==> config.mk <==
export PLATFORM = sky130hd
export DESIGN_NAME = add_sub_seq_flat
export DESIGN_NICKNAME = d
export VERILOG_FILES = /design/src/rtl/add_sub_seq_if.sv /design/src/rtl/add_sub_seq.sv /design/src/flat_wrapper.sv
export SDC_FILE = /design/constraint.sdc
export NUM_CORES = 1
export LEC_CHECK = 0
export BUFFER_PORTS_ARGS = -buffer_cell sky130_fd_sc_hd__buf_2
export CAP_MARGIN = 30
export CORE_UTILIZATION = 30
export DETAILED_ROUTE_END_ITERATION = 10
export HOLD_SLACK_MARGIN = 0.05
export MAX_ROUTING_LAYER = met4
export PLACE_DENSITY = 0.44
export SKIP_CTS_REPAIR_TIMING = 1
export SYNTH_ARGS = -nofsm -noshare
export SYNTH_HDL_FRONTEND = slang
export SYNTH_SLANG_ARGS = --single-unit
export TNS_END_PERCENT = 20
==> constraint.sdc <==
create_clock -name clk -period 7.8 [get_ports clk]
set_input_delay 2.34 -clock clk [delete_from_list [all_inputs] [get_ports clk]]
set_output_delay 2.34 -clock clk [all_outputs]
set_load 0.05 [all_outputs]
==> src/rtl/add_sub_seq_if.sv <==
// Request/result handshake bundle for the sliced adder/subtractor.
// master drives operands and res_ready; slave returns the flagged result.
interface add_sub_seq_if #(
  parameter int WIDTH = 32
);
  logic             start_valid;
  logic             start_ready;
  logic [WIDTH-1:0] A;
  logic [WIDTH-1:0] B;
  logic             Cin;
  logic             sub;
  logic             res_valid;
  logic             res_ready;
  logic [WIDTH-1:0] Sum;
  logic             Cout;
  logic             Ovf;
  logic             Zero;

  modport master (
    output start_valid, A, B, Cin, sub, res_ready,
    input  start_ready, res_valid, Sum, Cout, Ovf, Zero
  );

  modport slave (
    input  start_valid, A, B, Cin, sub, res_ready,
    output start_ready, res_valid, Sum, Cout, Ovf, Zero
  );
endinterface

==> src/rtl/add_sub_seq.sv <==
// Multi-cycle adder/subtractor: one CHUNK-wide slice per clock,
// LSB first, carry held in a register between slices.
module add_sub_seq #(
  parameter int WIDTH = 32,
  parameter int CHUNK = 8
) (
  input  logic         clk,
  input  logic         rst,
  add_sub_seq_if.slave bus
);
  localparam int NCHUNK = WIDTH / CHUNK;
  localparam int CW = (NCHUNK > 1) ? $clog2(NCHUNK) : 1;

  generate
    if (WIDTH < 2 || CHUNK < 1 || (WIDTH % CHUNK) != 0) begin : g_chk
      $error("add_sub_seq: WIDTH must be >=2 and a multiple of CHUNK");
    end
  endgenerate

  typedef enum logic [1:0] {
    IDLE,
    RUN,
    DONE
  } state_t;

  state_t state, state_nx;

  logic [CW-1:0]    cnt;
  logic             carry;
  logic [WIDTH-1:0] a_q;
  logic [WIDTH-1:0] b_q;
  logic [WIDTH-1:0] acc;
  logic [WIDTH-1:0] sum_q;
  logic             cout_q;
  logic             ovf_q;
  logic             zero_q;

  logic [CHUNK-1:0] a_sl;
  logic [CHUNK-1:0] b_sl;
  logic [CHUNK:0]   s_sl;
  logic             c_msb;
  logic [WIDTH-1:0] acc_nx;
  logic             last;
  logic             accept;

  assign accept = (state == IDLE) && bus.start_valid;
  assign last   = (cnt == CW'(NCHUNK - 1));

  always_comb begin
    a_sl   = a_q[cnt*CHUNK +: CHUNK];
    b_sl   = b_q[cnt*CHUNK +: CHUNK];
    s_sl   = {1'b0, a_sl} + {1'b0, b_sl}
           + {{CHUNK{1'b0}}, carry};
    // carry into the slice MSB recovered from its sum bit
    c_msb  = a_sl[CHUNK-1] ^ b_sl[CHUNK-1] ^ s_sl[CHUNK-1];
    acc_nx = acc;
    acc_nx[cnt*CHUNK +: CHUNK] = s_sl[CHUNK-1:0];
  end

  always_ff @(posedge clk or posedge rst) begin
    if (rst) state <= IDLE;
    else     state <= state_nx;
  end

  always_comb begin
    state_nx = state;
    unique case (state)
      IDLE:    if (accept) state_nx = RUN;
      RUN:     if (last) state_nx = DONE;
      DONE:    if (bus.res_ready) state_nx = IDLE;
      default: state_nx = IDLE;
    endcase
  end

  always_ff @(posedge clk or posedge rst) begin
    if (rst) begin
      cnt    <= '0;
      carry  <= 1'b0;
      a_q    <= '0;
      b_q    <= '0;
      acc    <= '0;
      sum_q  <= '0;
      cout_q <= 1'b0;
      ovf_q  <= 1'b0;
      zero_q <= 1'b1;
    end else if (accept) begin
      cnt   <= '0;
      a_q   <= bus.A;
      b_q   <= bus.sub ? ~bus.B : bus.B;
      carry <= bus.sub ? 1'b1 : bus.Cin;
      acc   <= '0;
    end else if (state == RUN) begin
      acc   <= acc_nx;
      carry <= s_sl[CHUNK];
      cnt   <= cnt + CW'(1);
      if (last) begin
        sum_q  <= acc_nx;
        cout_q <= s_sl[CHUNK];
        ovf_q  <= c_msb ^ s_sl[CHUNK];
        zero_q <= (acc_nx == '0);
      end
    end
  end

  assign bus.start_ready = (state == IDLE);
  assign bus.res_valid   = (state == DONE);
  assign bus.Sum         = sum_q;
  assign bus.Cout        = cout_q;
  assign bus.Ovf         = ovf_q;
  assign bus.Zero        = zero_q;
endmodule

==> src/flat_wrapper.sv <==
// flat-port wrapper written by rule: the top's interface ports become plain ports
module add_sub_seq_flat 
#(
  parameter int WIDTH = 32,
  parameter int CHUNK = 8
)
  (clk, rst, bus_start_valid, bus_A, bus_B, bus_Cin, bus_sub, bus_res_ready, bus_start_ready, bus_res_valid, bus_Sum, bus_Cout, bus_Ovf, bus_Zero);
  add_sub_seq_if #(.WIDTH(WIDTH)) bus_i ();
  input  logic clk;
  input  logic rst;
  input wire logic [$bits(bus_i.start_valid)-1:0] bus_start_valid;
  input wire logic [$bits(bus_i.A)-1:0] bus_A;
  input wire logic [$bits(bus_i.B)-1:0] bus_B;
  input wire logic [$bits(bus_i.Cin)-1:0] bus_Cin;
  input wire logic [$bits(bus_i.sub)-1:0] bus_sub;
  input wire logic [$bits(bus_i.res_ready)-1:0] bus_res_ready;
  output wire logic [$bits(bus_i.start_ready)-1:0] bus_start_ready;
  output wire logic [$bits(bus_i.res_valid)-1:0] bus_res_valid;
  output wire logic [$bits(bus_i.Sum)-1:0] bus_Sum;
  output wire logic [$bits(bus_i.Cout)-1:0] bus_Cout;
  output wire logic [$bits(bus_i.Ovf)-1:0] bus_Ovf;
  output wire logic [$bits(bus_i.Zero)-1:0] bus_Zero;
  assign bus_i.start_valid = bus_start_valid;
  assign bus_i.A = bus_A;
  assign bus_i.B = bus_B;
  assign bus_i.Cin = bus_Cin;
  assign bus_i.sub = bus_sub;
  assign bus_i.res_ready = bus_res_ready;
  assign bus_start_ready = bus_i.start_ready;
  assign bus_res_valid = bus_i.res_valid;
  assign bus_Sum = bus_i.Sum;
  assign bus_Cout = bus_i.Cout;
  assign bus_Ovf = bus_i.Ovf;
  assign bus_Zero = bus_i.Zero;
  add_sub_seq #(.WIDTH(WIDTH), .CHUNK(CHUNK)) u_core (.clk(clk), .rst(rst), .bus(bus_i));
endmodule
==> flow_results.xml <==
<?xml version="1.0" encoding="UTF-8"?>
<metrics>
  <group name="routing">
    <metric name="drt_first_iter_violations" unit="">252</metric>
    <metric name="wl_per_cell" unit="um">16.46</metric>
    <metric name="drc_violation_count_after_routing" unit="">0</metric>
    <metric name="route.vias.total" unit="">5037</metric>
    <metric name="iteration_count_of_the_initial_detailed_routing_pass" unit="">4</metric>
    <metric name="viasPerCell" unit="">4.811</metric>
    <metric name="wl" unit="mm">17.23</metric>
    <metric name="detail-route-antenna-nets" unit="">0</metric>
  </group>
  <group name="worst_setup_path">
    <metric name="arrival" unit="ns">4.07</metric>
    <metric name="sort_of_element_at_the_end_of_the_critical_path" unit="">flop</metric>
    <metric name="worst_ep_required_time" unit="ns">8.13</metric>
    <metric name="cp-start-kind" unit="">flop</metric>
    <metric name="rr_worst_depth" unit="">10</metric>
    <metric name="critical_path_peak_fanout" unit="">32</metric>
    <metric name="worstSetupPathType" unit="">reg2reg</metric>
    <metric name="r2r_start" unit="">u_core.cnt[0]</metric>
    <metric name="timing.reg2reg.setup_slack" unit="ns">4.06</metric>
    <metric name="worstReg2RegEnd" unit="">u_core.bus.Sum[6]</metric>
  </group>
  <group name="placement">
    <metric name="placement.io_buffers" unit="">106</metric>
    <metric name="dpl.hpwl" unit="mm">12.08</metric>
    <metric name="place.gp.congestion" unit="">0.8006</metric>
    <metric name="dp_worst_setup_slack" unit="ns">3.978</metric>
  </group>
  <group name="global_route">
    <metric name="grt_pass1_vias" unit="">5268</metric>
    <metric name="grt_first_pass_wirelength" unit="mm">28.03</metric>
    <metric name="overflow" unit="">0</metric>
    <metric name="grt_start_max_net_pins" unit="">95</metric>
    <metric name="grt_antenna_before_repair" unit="">1</metric>
    <metric name="grt_usage" unit="%">16.78</metric>
  </group>
  <group name="floorplan">
    <metric name="die_w" unit="um">150.6</metric>
    <metric name="core-area" unit="mm2">0.02135</metric>
    <metric name="io_pins" unit="">107</metric>
    <metric name="fp-row-count" unit="">53</metric>
    <metric name="floorplan.die.height" unit="um">150.6</metric>
    <metric name="dieArea" unit="mm2">0.02267</metric>
    <metric name="initial_utilization" unit="%">31.01</metric>
  </group>
  <group name="yosys">
    <metric name="ys_top_cells_by_area" unit="">sky130_fd_sc_hd__dfrtp_1 51%, sky130_fd_sc_hd__nand2_1 9.4%, sky130_fd_sc_hd__mux4_2 5.4%</metric>
    <metric name="top_reg_cell_synth" unit="">sky130_fd_sc_hd__dfrtp_1</metric>
    <metric name="synth-edff-count" unit="">0</metric>
    <metric name="fraction_of_the_mapped_netlist_area_in_compound_gates" unit="%">15.34</metric>
    <metric name="synth_fp_nets" unit="">750</metric>
    <metric name="synth_warnings" unit="">0</metric>
    <metric name="largest_family_of_logic_cells_by_synthesized_area" unit="">simple AND/OR/NAND/NOR gates</metric>
    <metric name="synth_fa_ha_area_share" unit="%">3.061</metric>
    <metric name="synthDominantCellAreaShare" unit="%">51.02</metric>
    <metric name="post-synth-top-area-cell" unit="">sky130_fd_sc_hd__dfrtp_1</metric>
    <metric name="synth_cells" unit="">665</metric>
    <metric name="synth_cell_types" unit="">52</metric>
    <metric name="simple_gate_share_of_the_synthesized_area" unit="%">16.95</metric>
    <metric name="netlist_area" unit="mm2">0.006621</metric>
    <metric name="ys_async_sr_fraction" unit="%">100.0</metric>
    <metric name="avgSynthCellArea" unit="um2">9.957</metric>
    <metric name="synthMostInstantiatedCell" unit="">sky130_fd_sc_hd__nand2_1</metric>
    <metric name="yosys-mux-area-fraction" unit="%">5.442</metric>
    <metric name="synthTopCellsByCount" unit="">166 x sky130_fd_sc_hd__nand2_1, 135 x sky130_fd_sc_hd__dfrtp_1, 52 x sky130_fd_sc_hd__o21ai_0</metric>
    <metric name="yosys.area_share.xor_xnor" unit="%">4.894</metric>
    <metric name="seq_area_frac_synth" unit="%">51.42</metric>
    <metric name="ys_ff_latch" unit="">136</metric>
  </group>
  <group name="clock_network">
    <metric name="cts_tree" unit="">built</metric>
    <metric name="clk_pin_slew_worst_paths" unit="ns">0.06</metric>
    <metric name="cts-htree-levels" unit="">4</metric>
    <metric name="cts_buffer_depth" unit="">2</metric>
    <metric name="cts_sinks" unit="">136</metric>
    <metric name="cts_inserted_buffers" unit="">17</metric>
    <metric name="worstSkewPairLatency" unit="ns">0.42</metric>
    <metric name="cts_root_buffer_type" unit="">sky130_fd_sc_hd__clkbuf_16</metric>
  </group>
  <group name="timing">
    <metric name="grt_setup_unrepaired" unit="">false</metric>
    <metric name="timing.final.crit_period" unit="ns">3.736</metric>
    <metric name="finalHoldViolCount" unit="">0</metric>
    <metric name="final.setup_skew" unit="ns">0.01373</metric>
    <metric name="maxSlewViolCount" unit="">0</metric>
    <metric name="finalSetupViolations" unit="">0</metric>
    <metric name="tightest_slew" unit="ns">1.021</metric>
    <metric name="final.setup.tns" unit="ns">0</metric>
    <metric name="relSlewSlack" unit="%">31.67</metric>
    <metric name="final_critical_path_setup_slack" unit="ns">4.064</metric>
    <metric name="final_min_period_over_clock_period" unit="%">47.90</metric>
    <metric name="fmaxAchievable" unit="MHz">267.6</metric>
  </group>
  <group name="layout">
    <metric name="area.growth.synth_to_final" unit="%">21.67</metric>
    <metric name="proportion_of_layout_cells_with_a_drive_suffix_above_1" unit="%">22.70</metric>
    <metric name="fin_nets" unit="">843</metric>
    <metric name="fillers" unit="">2210</metric>
    <metric name="multi_input_logic_area" unit="mm2">0.003030</metric>
    <metric name="area.sequential" unit="mm2">0.003405</metric>
  </group>
  <group name="min_path">
    <metric name="start_point_of_the_worst_hold_path" unit="">u_core.a_q[13]</metric>
    <metric name="worstHoldEndpoint" unit="">u_core.a_q[13]</metric>
    <metric name="hold_class" unit="">reg2reg</metric>
    <metric name="min_delay_path_depth" unit="">2</metric>
  </group>
  <group name="status">
    <metric name="status" unit="">finished, final reports clean</metric>
  </group>
  <group name="flow_run">
    <metric name="max_cap_viol_count" unit="">0</metric>
  </group>
</metrics>
[worst max-delay path by stage]
stage               startpoint  slack [ns]  cells past startpoint           endpoint
3_3_place_gp               rst        3.87                      3  u_core.bus.Sum[7]
6_report         u_core.cnt[0]        4.06                     10  u_core.bus.Sum[6]
2_1_floorplan              rst        1.82                      1      u_core.a_q[0]
3_5_place_dp   bus_start_valid        3.98                      4     u_core.b_q[21]
5_1_grt          u_core.cnt[0]        3.81                      9    u_core.bus.Zero
4_1_cts          u_core.cnt[0]        4.02                      9    u_core.bus.Zero
[final cells by class]
cell class | instances | area share [%]
Clock buffer | 23 | 6.181
Multi-Input combinational cell | 479 | 37.61
Inverter | 7 | 0.3883
Clock inverter | 9 | 1.398
Sequential cell | 136 | 42.26
Tap cell | 275 | 4.271
Timing Repair Buffer | 117 | 7.858
Antenna cell | 1 | 0.03106
[sequential cells by signal (all words and copies together) (netlist names)]
| register | count |
|---|---|
| u_core.a_q | 32 |
| u_core.state | 2 |
| u_core.bus.Ovf | 1 |
| u_core.bus.Zero | 1 |
| u_core.acc | 32 |
| u_core.carry | 1 |
| u_core.b_q | 32 |
| u_core.bus.Cout | 1 |
| u_core.bus.Sum | 32 |
| u_core.cnt | 2 |
[worst max-delay path: stages (launching register included)]
cell and delay [ns]:
sky130_fd_sc_hd__dfrtp_1 0.32, sky130_fd_sc_hd__buf_4 0.40, sky130_fd_sc_hd__mux4_2 0.58, sky130_fd_sc_hd__fa_1 0.45
sky130_fd_sc_hd__fa_1 0.43, sky130_fd_sc_hd__nand3_1 0.12, sky130_fd_sc_hd__a21boi_1 0.09, sky130_fd_sc_hd__o31a_1 0.28
sky130_fd_sc_hd__nor3_2 0.66, sky130_fd_sc_hd__a22oi_1 0.17, sky130_fd_sc_hd__o21ai_1 0.15
[layout by cell type (no fill, tap or decap), types with 3 or more instances in the layout]
cell type / instances
sky130_fd_sc_hd__a211oi_1: 3
sky130_fd_sc_hd__a21oi_1: 25
sky130_fd_sc_hd__a22o_1: 25
sky130_fd_sc_hd__a22oi_1: 12
sky130_fd_sc_hd__a41oi_1: 3
sky130_fd_sc_hd__buf_2: 106
sky130_fd_sc_hd__buf_4: 10
sky130_fd_sc_hd__clkbuf_16: 17
sky130_fd_sc_hd__clkbuf_8: 5
sky130_fd_sc_hd__clkinvlp_4: 4
sky130_fd_sc_hd__dfrtp_1: 135
sky130_fd_sc_hd__ha_1: 13
sky130_fd_sc_hd__inv_1: 6
sky130_fd_sc_hd__inv_6: 3
sky130_fd_sc_hd__mux4_2: 16
sky130_fd_sc_hd__nand2_1: 164
sky130_fd_sc_hd__nand2b_1: 3
sky130_fd_sc_hd__nand3_1: 10
sky130_fd_sc_hd__nand4_1: 3
sky130_fd_sc_hd__nor2_1: 14
sky130_fd_sc_hd__nor2b_1: 19
sky130_fd_sc_hd__nor3_1: 4
sky130_fd_sc_hd__nor4_1: 4
sky130_fd_sc_hd__o21ai_0: 52
sky130_fd_sc_hd__o21ai_1: 27
sky130_fd_sc_hd__o22ai_1: 3
sky130_fd_sc_hd__or4_1: 3
sky130_fd_sc_hd__xnor2_1: 34
sky130_fd_sc_hd__xor2_1: 3
[routing by layer]
layer | GRT usage, % | share of wire, % | up-vias
li1 | - | - | 2505
met5 | - | 0 | -
met4 | 5.152 | 1.1 | 0
met3 | 3.152 | 4.1 | 16
met2 | 26.98 | 48 | 107
met1 | 21.36 | 47 | 2409
[through the flow]
stage / instance area, um2 / utilization [%] / cells / hold WS (ns)
after CTS: 8054 / 37.72 / 1046 / 0.4732
final: 8056 / 37.73 / 1047 / 0.4719
after global routing: 8056 / 37.73 / 1047 / 0.4927
after global placement: 7401 / 34.66 / 1011 / 0.4567
after floorplan: 6621 / - / 665 / 0.4403
after detailed placement: 7443 / 34.86 / 1014 / 0.4576
[kinds of logic after synthesis]
family / after synthesis
AO/OA/AOI/OAI: 164
XOR/XNOR: 37
flip-flops: 136
buffers and inverters: 50
adder cells (fa/ha/maj): 15
AND/OR/NAND/NOR: 247
multiplexers: 16
Power is not shown: default switching activity piles up to over one toggle a cycle in this logic, so the estimate is an artifact.
